$ cat config.mk
export PLATFORM = sky130hd
export DESIGN_NAME = display_scan_driver
export DESIGN_NICKNAME = d
export VERILOG_FILES = /design/src/rtl/display_scan_driver.sv
export SDC_FILE = /design/constraint.sdc
export NUM_CORES = 1
export LEC_CHECK = 0
export ABC_AREA = 0
export CORE_ASPECT_RATIO = 0.8
export CORE_UTILIZATION = 57
export CTS_CLUSTER_DIAMETER = 50
export DETAILED_ROUTE_END_ITERATION = 8
export HOLD_SLACK_MARGIN = 0.08
export PLACE_DENSITY = 0.88
export SLEW_MARGIN = 20
export SYNTH_ARGS = -nofsm -noshare
export SYNTH_HDL_FRONTEND = slang
export SYNTH_SLANG_ARGS = --single-unit
$ cat constraint.sdc
create_clock -name Clk -period 5.5 [get_ports Clk]
set_input_delay 1.65 -clock Clk [delete_from_list [all_inputs] [get_ports Clk]]
set_output_delay 1.65 -clock Clk [all_outputs]
set_load 0.005 [all_outputs]
$ cat src/rtl/display_scan_driver.sv
// Time-multiplexed 7-segment scan driver: 12h/24h hours, double-buffered time, digit blink.
// Define DISPLAY_LZB_EN to blank a leading zero on digit 3.
module display_scan_driver #(
  parameter int NUM_DIGITS = 4,
  parameter int SCAN_DIV   = 250,
  parameter int BLINK_DIV  = 16
) (
  input  logic                    Clk,
  input  logic                    Clr,
  input  logic [4*NUM_DIGITS-1:0] time_bcd,
  input  logic [NUM_DIGITS-1:0]   blink_mask,
  input  logic                    mode12,
  input  logic                    load,
  output logic [6:0]              seg,
  output logic [NUM_DIGITS-1:0]   dig_sel,
  output logic                    am,
  output logic                    pm,
  output logic                    blink_phase,
  output logic                    frame_start
);

  localparam int PW = (SCAN_DIV > 1) ? $clog2(SCAN_DIV) : 1;
  localparam int SW = $clog2(NUM_DIGITS);
  localparam int FW = (BLINK_DIV > 1) ? $clog2(BLINK_DIV) : 1;

  logic [PW-1:0]           presc;
  logic [SW-1:0]           slot;
  logic [FW-1:0]           fcnt;
  logic [4*NUM_DIGITS-1:0] pend_time, disp_time;
  logic [NUM_DIGITS-1:0]   pend_mask, disp_mask;
  logic                    pend_mode, disp_mode, pend_valid;

  logic slot_end, wrap;

  assign slot_end = (presc == PW'(SCAN_DIV - 1));
  assign wrap     = slot_end && (slot == SW'(NUM_DIGITS - 1));

  function automatic logic [6:0] seg7(input logic [3:0] d);
    case (d)
      4'd0:    seg7 = 7'h3F;
      4'd1:    seg7 = 7'h06;
      4'd2:    seg7 = 7'h5B;
      4'd3:    seg7 = 7'h4F;
      4'd4:    seg7 = 7'h66;
      4'd5:    seg7 = 7'h6D;
      4'd6:    seg7 = 7'h7D;
      4'd7:    seg7 = 7'h07;
      4'd8:    seg7 = 7'h7F;
      4'd9:    seg7 = 7'h6F;
      default: seg7 = 7'h40;
    endcase
  endfunction

  // Hour conversion from the committed display copy
  logic [3:0] ht, hu, ht_o, hu_o;
  logic [7:0] hv, hr12, hu_tmp;
  logic       hr_ok, am_n, pm_n;

  always_comb begin
    ht     = disp_time[15:12];
    hu     = disp_time[11:8];
    hr_ok  = ((ht < 4'd2) && (hu <= 4'd9)) ||
             ((ht == 4'd2) && (hu <= 4'd3));
    hv     = {4'd0, ht} * 8'd10 + {4'd0, hu};
    hr12   = hv;
    am_n   = 1'b0;
    pm_n   = 1'b0;
    ht_o   = ht;
    hu_o   = hu;
    hu_tmp = 8'd0;
    if (disp_mode && hr_ok) begin
      if (hv == 8'd0) begin
        hr12 = 8'd12;
        am_n = 1'b1;
      end else if (hv < 8'd12) begin
        am_n = 1'b1;
      end else if (hv == 8'd12) begin
        pm_n = 1'b1;
      end else begin
        hr12 = hv - 8'd12;
        pm_n = 1'b1;
      end
      ht_o   = (hr12 >= 8'd10) ? 4'd1 : 4'd0;
      hu_tmp = hr12 - ((hr12 >= 8'd10) ? 8'd10 : 8'd0);
      hu_o   = hu_tmp[3:0];
    end
  end

  logic [3:0]            nib;
  logic [NUM_DIGITS-1:0] sel_n;
  logic [6:0]            seg_n;
  logic                  blink_en, hour_slot;

  always_comb begin
    nib      = 4'd0;
    sel_n    = '0;
    blink_en = 1'b0;
    for (int i = 0; i < NUM_DIGITS; i++) begin
      if (slot == SW'(i)) begin
        sel_n[i] = 1'b1;
        nib      = disp_time[4*i +: 4];
        blink_en = disp_mask[i];
      end
    end
    hour_slot = (slot == SW'(3)) || (slot == SW'(2));
    if (slot == SW'(3)) nib = ht_o;
    if (slot == SW'(2)) nib = hu_o;
    seg_n = seg7(nib);
    if (hour_slot && !hr_ok) seg_n = 7'h40;
`ifdef DISPLAY_LZB_EN
    if ((slot == SW'(3)) && hr_ok && (nib == 4'd0)) seg_n = 7'h00;
`endif
    if (blink_en && blink_phase) seg_n = 7'h00;
  end

  always_ff @(posedge Clk or negedge Clr) begin
    if (!Clr) begin
      presc       <= '0;
      slot        <= '0;
      fcnt        <= '0;
      blink_phase <= 1'b0;
      frame_start <= 1'b0;
    end else begin
      frame_start <= wrap;
      presc       <= slot_end ? '0 : presc + PW'(1);
      if (slot_end) slot <= wrap ? '0 : slot + SW'(1);
      if (wrap) begin
        if (fcnt == FW'(BLINK_DIV - 1)) begin
          fcnt        <= '0;
          blink_phase <= ~blink_phase;
        end else begin
          fcnt <= fcnt + FW'(1);
        end
      end
    end
  end

  // A load coinciding with a commit becomes the next pending frame
  always_ff @(posedge Clk or negedge Clr) begin
    if (!Clr) begin
      pend_time  <= '0;
      pend_mask  <= '0;
      pend_mode  <= 1'b0;
      pend_valid <= 1'b0;
      disp_time  <= '0;
      disp_mask  <= '0;
      disp_mode  <= 1'b0;
    end else begin
      if (wrap && pend_valid) begin
        disp_time <= pend_time;
        disp_mask <= pend_mask;
        disp_mode <= pend_mode;
      end
      if (load) begin
        pend_time  <= time_bcd;
        pend_mask  <= blink_mask;
        pend_mode  <= mode12;
        pend_valid <= 1'b1;
      end else if (wrap) begin
        pend_valid <= 1'b0;
      end
    end
  end

  always_ff @(posedge Clk or negedge Clr) begin
    if (!Clr) begin
      seg     <= '0;
      dig_sel <= '0;
      am      <= 1'b0;
      pm      <= 1'b0;
    end else begin
      seg     <= seg_n;
      dig_sel <= sel_n;
      am      <= am_n;
      pm      <= pm_n;
    end
  end

endmodule

Word level (Yosys, flattened, before mapping)
Memory sizes are Yosys's and may differ from the RTL's.
Cells that the tools add are included.
Operators by class
  add/sub/neg operators: 6
  multiply operators: 1
  magnitude comparators: 5
  eq/ne operators: 7
  muxes and demuxes: 33
  bitwise logic cells: 1
  reduce and logical (&&, ||, !) cells: 14
Operators by type and width (count)
  2-to-1 mux 8 bit: 5
  2-to-1 mux 4 bit: 8
  2-to-1 mux 1 bit: 17
  2-to-1 mux 7 bit: 2
  adder 8 x 1 -> 8 bit (second input constant): 1
  adder 8 x 4 -> 8 bit: 1
  == test 8 x 4 -> 1 bit (second input constant): 1
  == test 8 bit (second input constant): 1
  >= comparator 8 x 4 -> 1 bit (second input constant): 1
  zero test 8 bit: 1
  less-than comparator 8 x 4 -> 1 bit (second input constant): 1
  subtractor 8 x 4 -> 8 bit (second input constant): 1
  logical AND 1 bit: 7
  multiplier 4 x 3 -> 7 bit (second input constant): 1
  adder 4 x 1 -> 4 bit (second input constant): 1
  == test 2 bit (second input constant): 2
  == test 4 x 2 -> 1 bit (second input constant): 1
  == test 4 bit (second input constant): 1
  <= comparator 4 x 2 -> 1 bit (second input constant): 1
  <= comparator 4 bit (second input constant): 1
  less-than comparator 4 x 2 -> 1 bit (second input constant): 1
  subtractor 4 bit: 1
  adder 2 x 1 -> 2 bit (second input constant): 1
  == test 2 x 1 -> 1 bit (second input constant): 1
  7 further kinds: 8
Word-level totals
  bits in registers: 72
  memory bits (read-only): 112
  input bits: 24
  word-level logic and storage cells: 84
  memories: 1
Memory list
  (name not given): words 16, bits a word 7, rd ports 1, clocked after memory_dff 0, write ports 0, RTL line 39  | case (d)

Depth between registers and ports, before layout
An unclocked memory read counts as a cell.
  depth in word-level cells: 15
  mapped depth: 19
  mapped depth without buffers: 19

Worst setup path after synthesis
No wires, ideal clock.
  path type: reg-to-reg
  start: reg disp_time[13]
  end: reg seg[4]
  arrival time: 4.337 ns
  required time: 5.360 ns
  setup slack: 1.024 ns
  stages on the path, launching flop included: 18
  path buffers: 0
  clock period less this slack: 4.476 ns
  cell sequence: dfrtp_1 ha_1 ha_1 fa_1 nand2_1 or4_4 a31oi_2 nand4_2 o211a_2 o211ai_4 ha_1 ha_1 or2_2 a21oi_1 or4_1 mux2_2 nand3_1 o311ai_2
On the way
  word-level cells in the longest chain between the ends: 15
  elaborated cells on any way between the ends: 29
  those cells by class: add/sub (3); mul (1); order compare (3); eq/ne (2); mux (12); reduce/logical (7); memory (1)
Ends and longest elaborated chain
  from (decl): RTL line 29  | logic [4*NUM_DIGITS-1:0] pend_time, disp_time;
  from (signal assigned): RTL line 150  | disp_time <= pend_time;
  multiplier 4 x 3 -> 7 bit: RTL line 64  | hv = {4'd0, ht} * 8'd10 + {4'd0, hu};
  adder 8 x 4 -> 8 bit: RTL line 64
  subtractor 8 x 4 -> 8 bit / == test 8 x 4 -> 1 bit (equally long branches): RTL line 80, 77
  2-to-1 mux 8 bit: RTL line 77  | end else if (hv == 8'd12) begin
  2-to-1 mux 8 bit: RTL line 75  | end else if (hv < 8'd12) begin
  2-to-1 mux 8 bit: RTL line 72  | if (hv == 8'd0) begin
  2-to-1 mux 8 bit: RTL line 71  | if (disp_mode && hr_ok) begin
  >= comparator 8 x 4 -> 1 bit: RTL line 83, 84
  2-to-1 mux 4 bit / 2-to-1 mux 1 bit (equally long branches): RTL line 84, 83
  subtractor 4 bit / 2-to-1 mux 4 bit (equally long branches): RTL line 84, 71
  2-to-1 mux 4 bit, on equally long branches: RTL line 71, 106
  2-to-1 mux 4 bit: RTL line 107  | if (slot == SW'(2)) nib = hu_o;
  memory (16 x 7 bit)
  2-to-1 mux 7 bit (*): RTL line 109  | if (hour_slot && !hr_ok) seg_n = 7'h40;
  2-to-1 mux 7 bit (*): RTL line 113  | if (blink_en && blink_phase) seg_n = 7'h00;
  via seg_n[4]: RTL line 91  | logic [6:0] seg_n;
  to (signal assigned): RTL line 172  | seg <= seg_n;
  to (decl): RTL line 14  | output logic [6:0] seg,
The timed path passes the listed nets; every way through them passes the cells marked *. The select of a mux whose other input is x is not followed.
A chain may end at the register's enable or synchronous reset.

Final worst setup path
  start: reg disp_time[15]
  end: reg seg[4]
The elaborated chain is that of the path after synthesis.

==> results.tsv <==
stage	metric	value	unit
status	run status	finished clean	
power	net switching power	0.2384	mW
global_route	grt total ovfl	0	
power	PD cells	224.5	nW/um^2
sta	worst slew pin tran	1.084	ns
logic_synthesis	Yosys top cell area share	0.4735	
power	combinational share of power	0.048	
critical_path	Register-to-Register Path Depth	17	
logic_synthesis	sequential area share after synthesis	0.4735	
logic_synthesis	Synth Net Count	380	
drt	# DRC	0	
drt	routed length per instance	16.58	um
critical_path	CP Launch Type	flip-flop	
sta	final setup skew	0.004490	ns
drt	Detailed Routing Iterations Pass 1	4	
power	power share of the clock group	0.394	
cells_and_area	most common cell after layout, fill and taps aside	dfrtp_1	
cts	clk sinks	72	
cts	clock tree buffer depth	2	
cts	CTS clk-pin slew, worst paths	0.08	ns
critical_path	R2R Path End	seg[4]	
cells_and_area	most frequent cells in the layout	72 x dfrtp_1, 44 x mux2_2, 37 x clkdlybuf4s50_1	
sta	Final min period	4.932	ns
place	Inst Count DP	446	
critical_path	FF-to-FF setup slack	0.57	ns
power	VDD IR max	0.0001885	V
global_route	first-pass GRT wire length	12840	um
sta	Tcrit/Tclk final	0.8968	
cts	Post-CTS Hold Fix Bufs	0	
job	Max Cap Viol	0	
sta	# setup viols final	0	
drt	via count	2637	
power	Leak	2.023	nW
drt	drt via density	5.708	
cts	Post-CTS Resized	0	
die	Die Wd	93.35	um
logic_synthesis	post-synth top area cell	dfrtp_1	
die	num ports	39	
logic_synthesis	Post-Synthesis Cells	332	
critical_path	Setup crit end kind	flip-flop	
critical_path	Arr. time, crit path	5.15	ns
drt	detailed-route wire length	7659	um
global_route	antenna violations before repair	0	
place	DP HPWL	5628	um
logic_synthesis	ys flop type	dfrtp_1	
die	Die H	75.08	um
cells_and_area	share of cells above drive strength 1	0.2090	
power	Sw Share	0.2403	
critical_path	Critical Path End	seg[4]	
sta	final hold violation count	0	
cells_and_area	filler cell count	487	
die	initial core utilization	0.5937	
place	Final Wtd Congestion	0.8424	
logic_synthesis	#FFs+latches synth	72	
die	die footprint	7008	sq um
critical_path	R2R Path Start	disp_time[15]	
sta	fmax	0.2027	GHz
sta	Setup TNS	0	ns
sta	relative slew slack	0.2753	
die	Core Area	6409	sq um
logic_synthesis	async set-reset flop share out of synthesis	1.000	
global_route	Tot GR Track Use	0.2478	
cts	Max H-tree Level	3	
drt	DRT antenna net count	0	
cells_and_area	area delta synth->final	16.18	%
cts	Skew-Pair Late Insertion Delay	0.35	ns
power	sequential share of power	0.558	
critical_path	CP Data Required Time	5.72	ns
cells_and_area	Non-Filler Instances	462	
cells_and_area	ant diodes	0	
critical_path	CP max FO	9	
place	IO buf count	38	
logic_synthesis	synth unique cells	60	
critical_path	Worst Setup SP	disp_time[15]	
global_route	largest net degree at the start of global routing	40	
critical_path	WS Path Type	reg -> reg	
logic_synthesis	mean post-synth cell area	11.46	sq um
drt	iteration-0 DRC count of the detailed router	119	
logic_synthesis	top post-synthesis cells by area	dfrtp_1 47%, mux2_2 13%, ha_1 7.2%	
sta	final slew viol count	0	
logic_synthesis	Post-synth EDFFs	0	
worst_hold_path	Hold Crit Class	reg -> reg	
power	Cell Int Power	0.7538	mW
global_route	vias in the first global route	2651	
sta	RSZ-0062 raised after global routing	no	
logic_synthesis	YS warnings	0	
cts	Root Buffer	clkbuf_8	
die	row count	26	
cells_and_area	Nets	421	
cts	CTS tree	done	
cts	total setup buffers inserted after CTS	0	
logic_synthesis	Post-Syn Area	3805	sq um
cts	total CTS buffers	9	
## how the worst min path moves through the flow
stage / from / to / cells after the start
after floorplan: presc[7] / presc[7] / 1
after global placement: pend_valid / pend_valid / 1
after detailed placement: presc[7] / presc[7] / 1
after CTS: presc[7] / presc[7] / 1
after global routing: presc[7] / presc[7] / 1
final: presc[7] / presc[7] / 1
## cell type report
type | count | area [sq um] | area share
Clock buffer | 10 | 137.6 | 0.03114
Timing Repair Buffer | 39 | 382.9 | 0.08661
Tap cell | 84 | 105.1 | 0.02378
Multi-Input combinational cell | 236 | 1886 | 0.4265
Clock inverter | 6 | 51.30 | 0.01160
Inverter | 15 | 56.30 | 0.01274
Sequential cell | 72 | 1802 | 0.4076
## power by group through the flow
stage                     clock network, mW  registers (mW)  logic (mW)
after floorplan                           0           0.560      0.0185
after global placement                    0           0.562      0.0463
after detailed placement                  0           0.564      0.0491
after CTS                             0.401           0.553      0.0493
after global routing                  0.421           0.555      0.0529
final                                 0.391           0.553      0.0479
## Yosys cell counts (all sizes together), types with 2 or more instances
cell type and count:
a21o 2, a21oi 19, a221oi 2, a22oi 3, a311oi 2, a31o 2
a31oi 4, and3 6, and4 2, buf 4, clkbuf 4, dfrtp 72
fa 2, ha 22, inv 15, mux2 44, mux2i 3, nand2 27
nand2b 5, nand3 10, nand4 4, nor2 21, o211a 2, o211ai 2
o21a 4, o21ai 14, o31ai 4, or4 2, xnor2 6, xor2 5
## cells by family after synthesis
family,count (synthesis),share of synthesized area
fa+ha+maj,24,0.08287
mux,47,0.1381
buf+inv,24,0.03091
simple gates,86,0.1174
xor+xnor,11,0.02532
flops,72,0.4735
compound gates,68,0.1319
## layer usage
metal	part of all wire	GRT usage
met1	0.44	0.3128
met5	0	0
met3	0.038	0.06465
met2	0.51	0.4281
met4	0.013	0.07350
## sequential cells by signal, summed over array words and instances, names as in the netlist
name         cells
disp_time       16
pend_time       16
presc            8
seg              7
dig_sel          4
disp_mask        4
fcnt             4
pend_mask        4
slot             2
am               1
blink_phase      1
disp_mode        1
frame_start      1
pend_mode        1
pend_valid       1
pm               1
## critical path, stage by stage (launching register included)
cell,delay (ns)
dfrtp_1,0.53
ha_1,0.30
ha_1,0.24
fa_1,0.57
nand2_1,0.14
or4_4,0.44
a31oi_2,0.33
nand4_2,0.20
o211a_2,0.19
o211ai_4,0.25
ha_1,0.19
ha_1,0.19
or2_2,0.12
a21oi_1,0.06
or4_1,0.49
mux2_2,0.35
nand3_1,0.11
o311ai_2,0.11
## stage by stage
step                      setup slack, ns  hold slack (ns)  instance area, sq um  utilization  power, mW
after floorplan                     1.024           0.4391                  3805            -     0.5782
after global placement             0.8091           0.4600                  4232       0.6603     0.6082
after detailed placement           0.6091           0.4595                  4232       0.6603     0.6131
after CTS                          0.5785           0.4845                  4420       0.6898      1.004
after global routing               0.2751           0.5006                  4420       0.6898      1.029
final                              0.5678           0.4821                  4420       0.6898     0.9922
No activity file was read; power rests on OpenSTA's default activity.
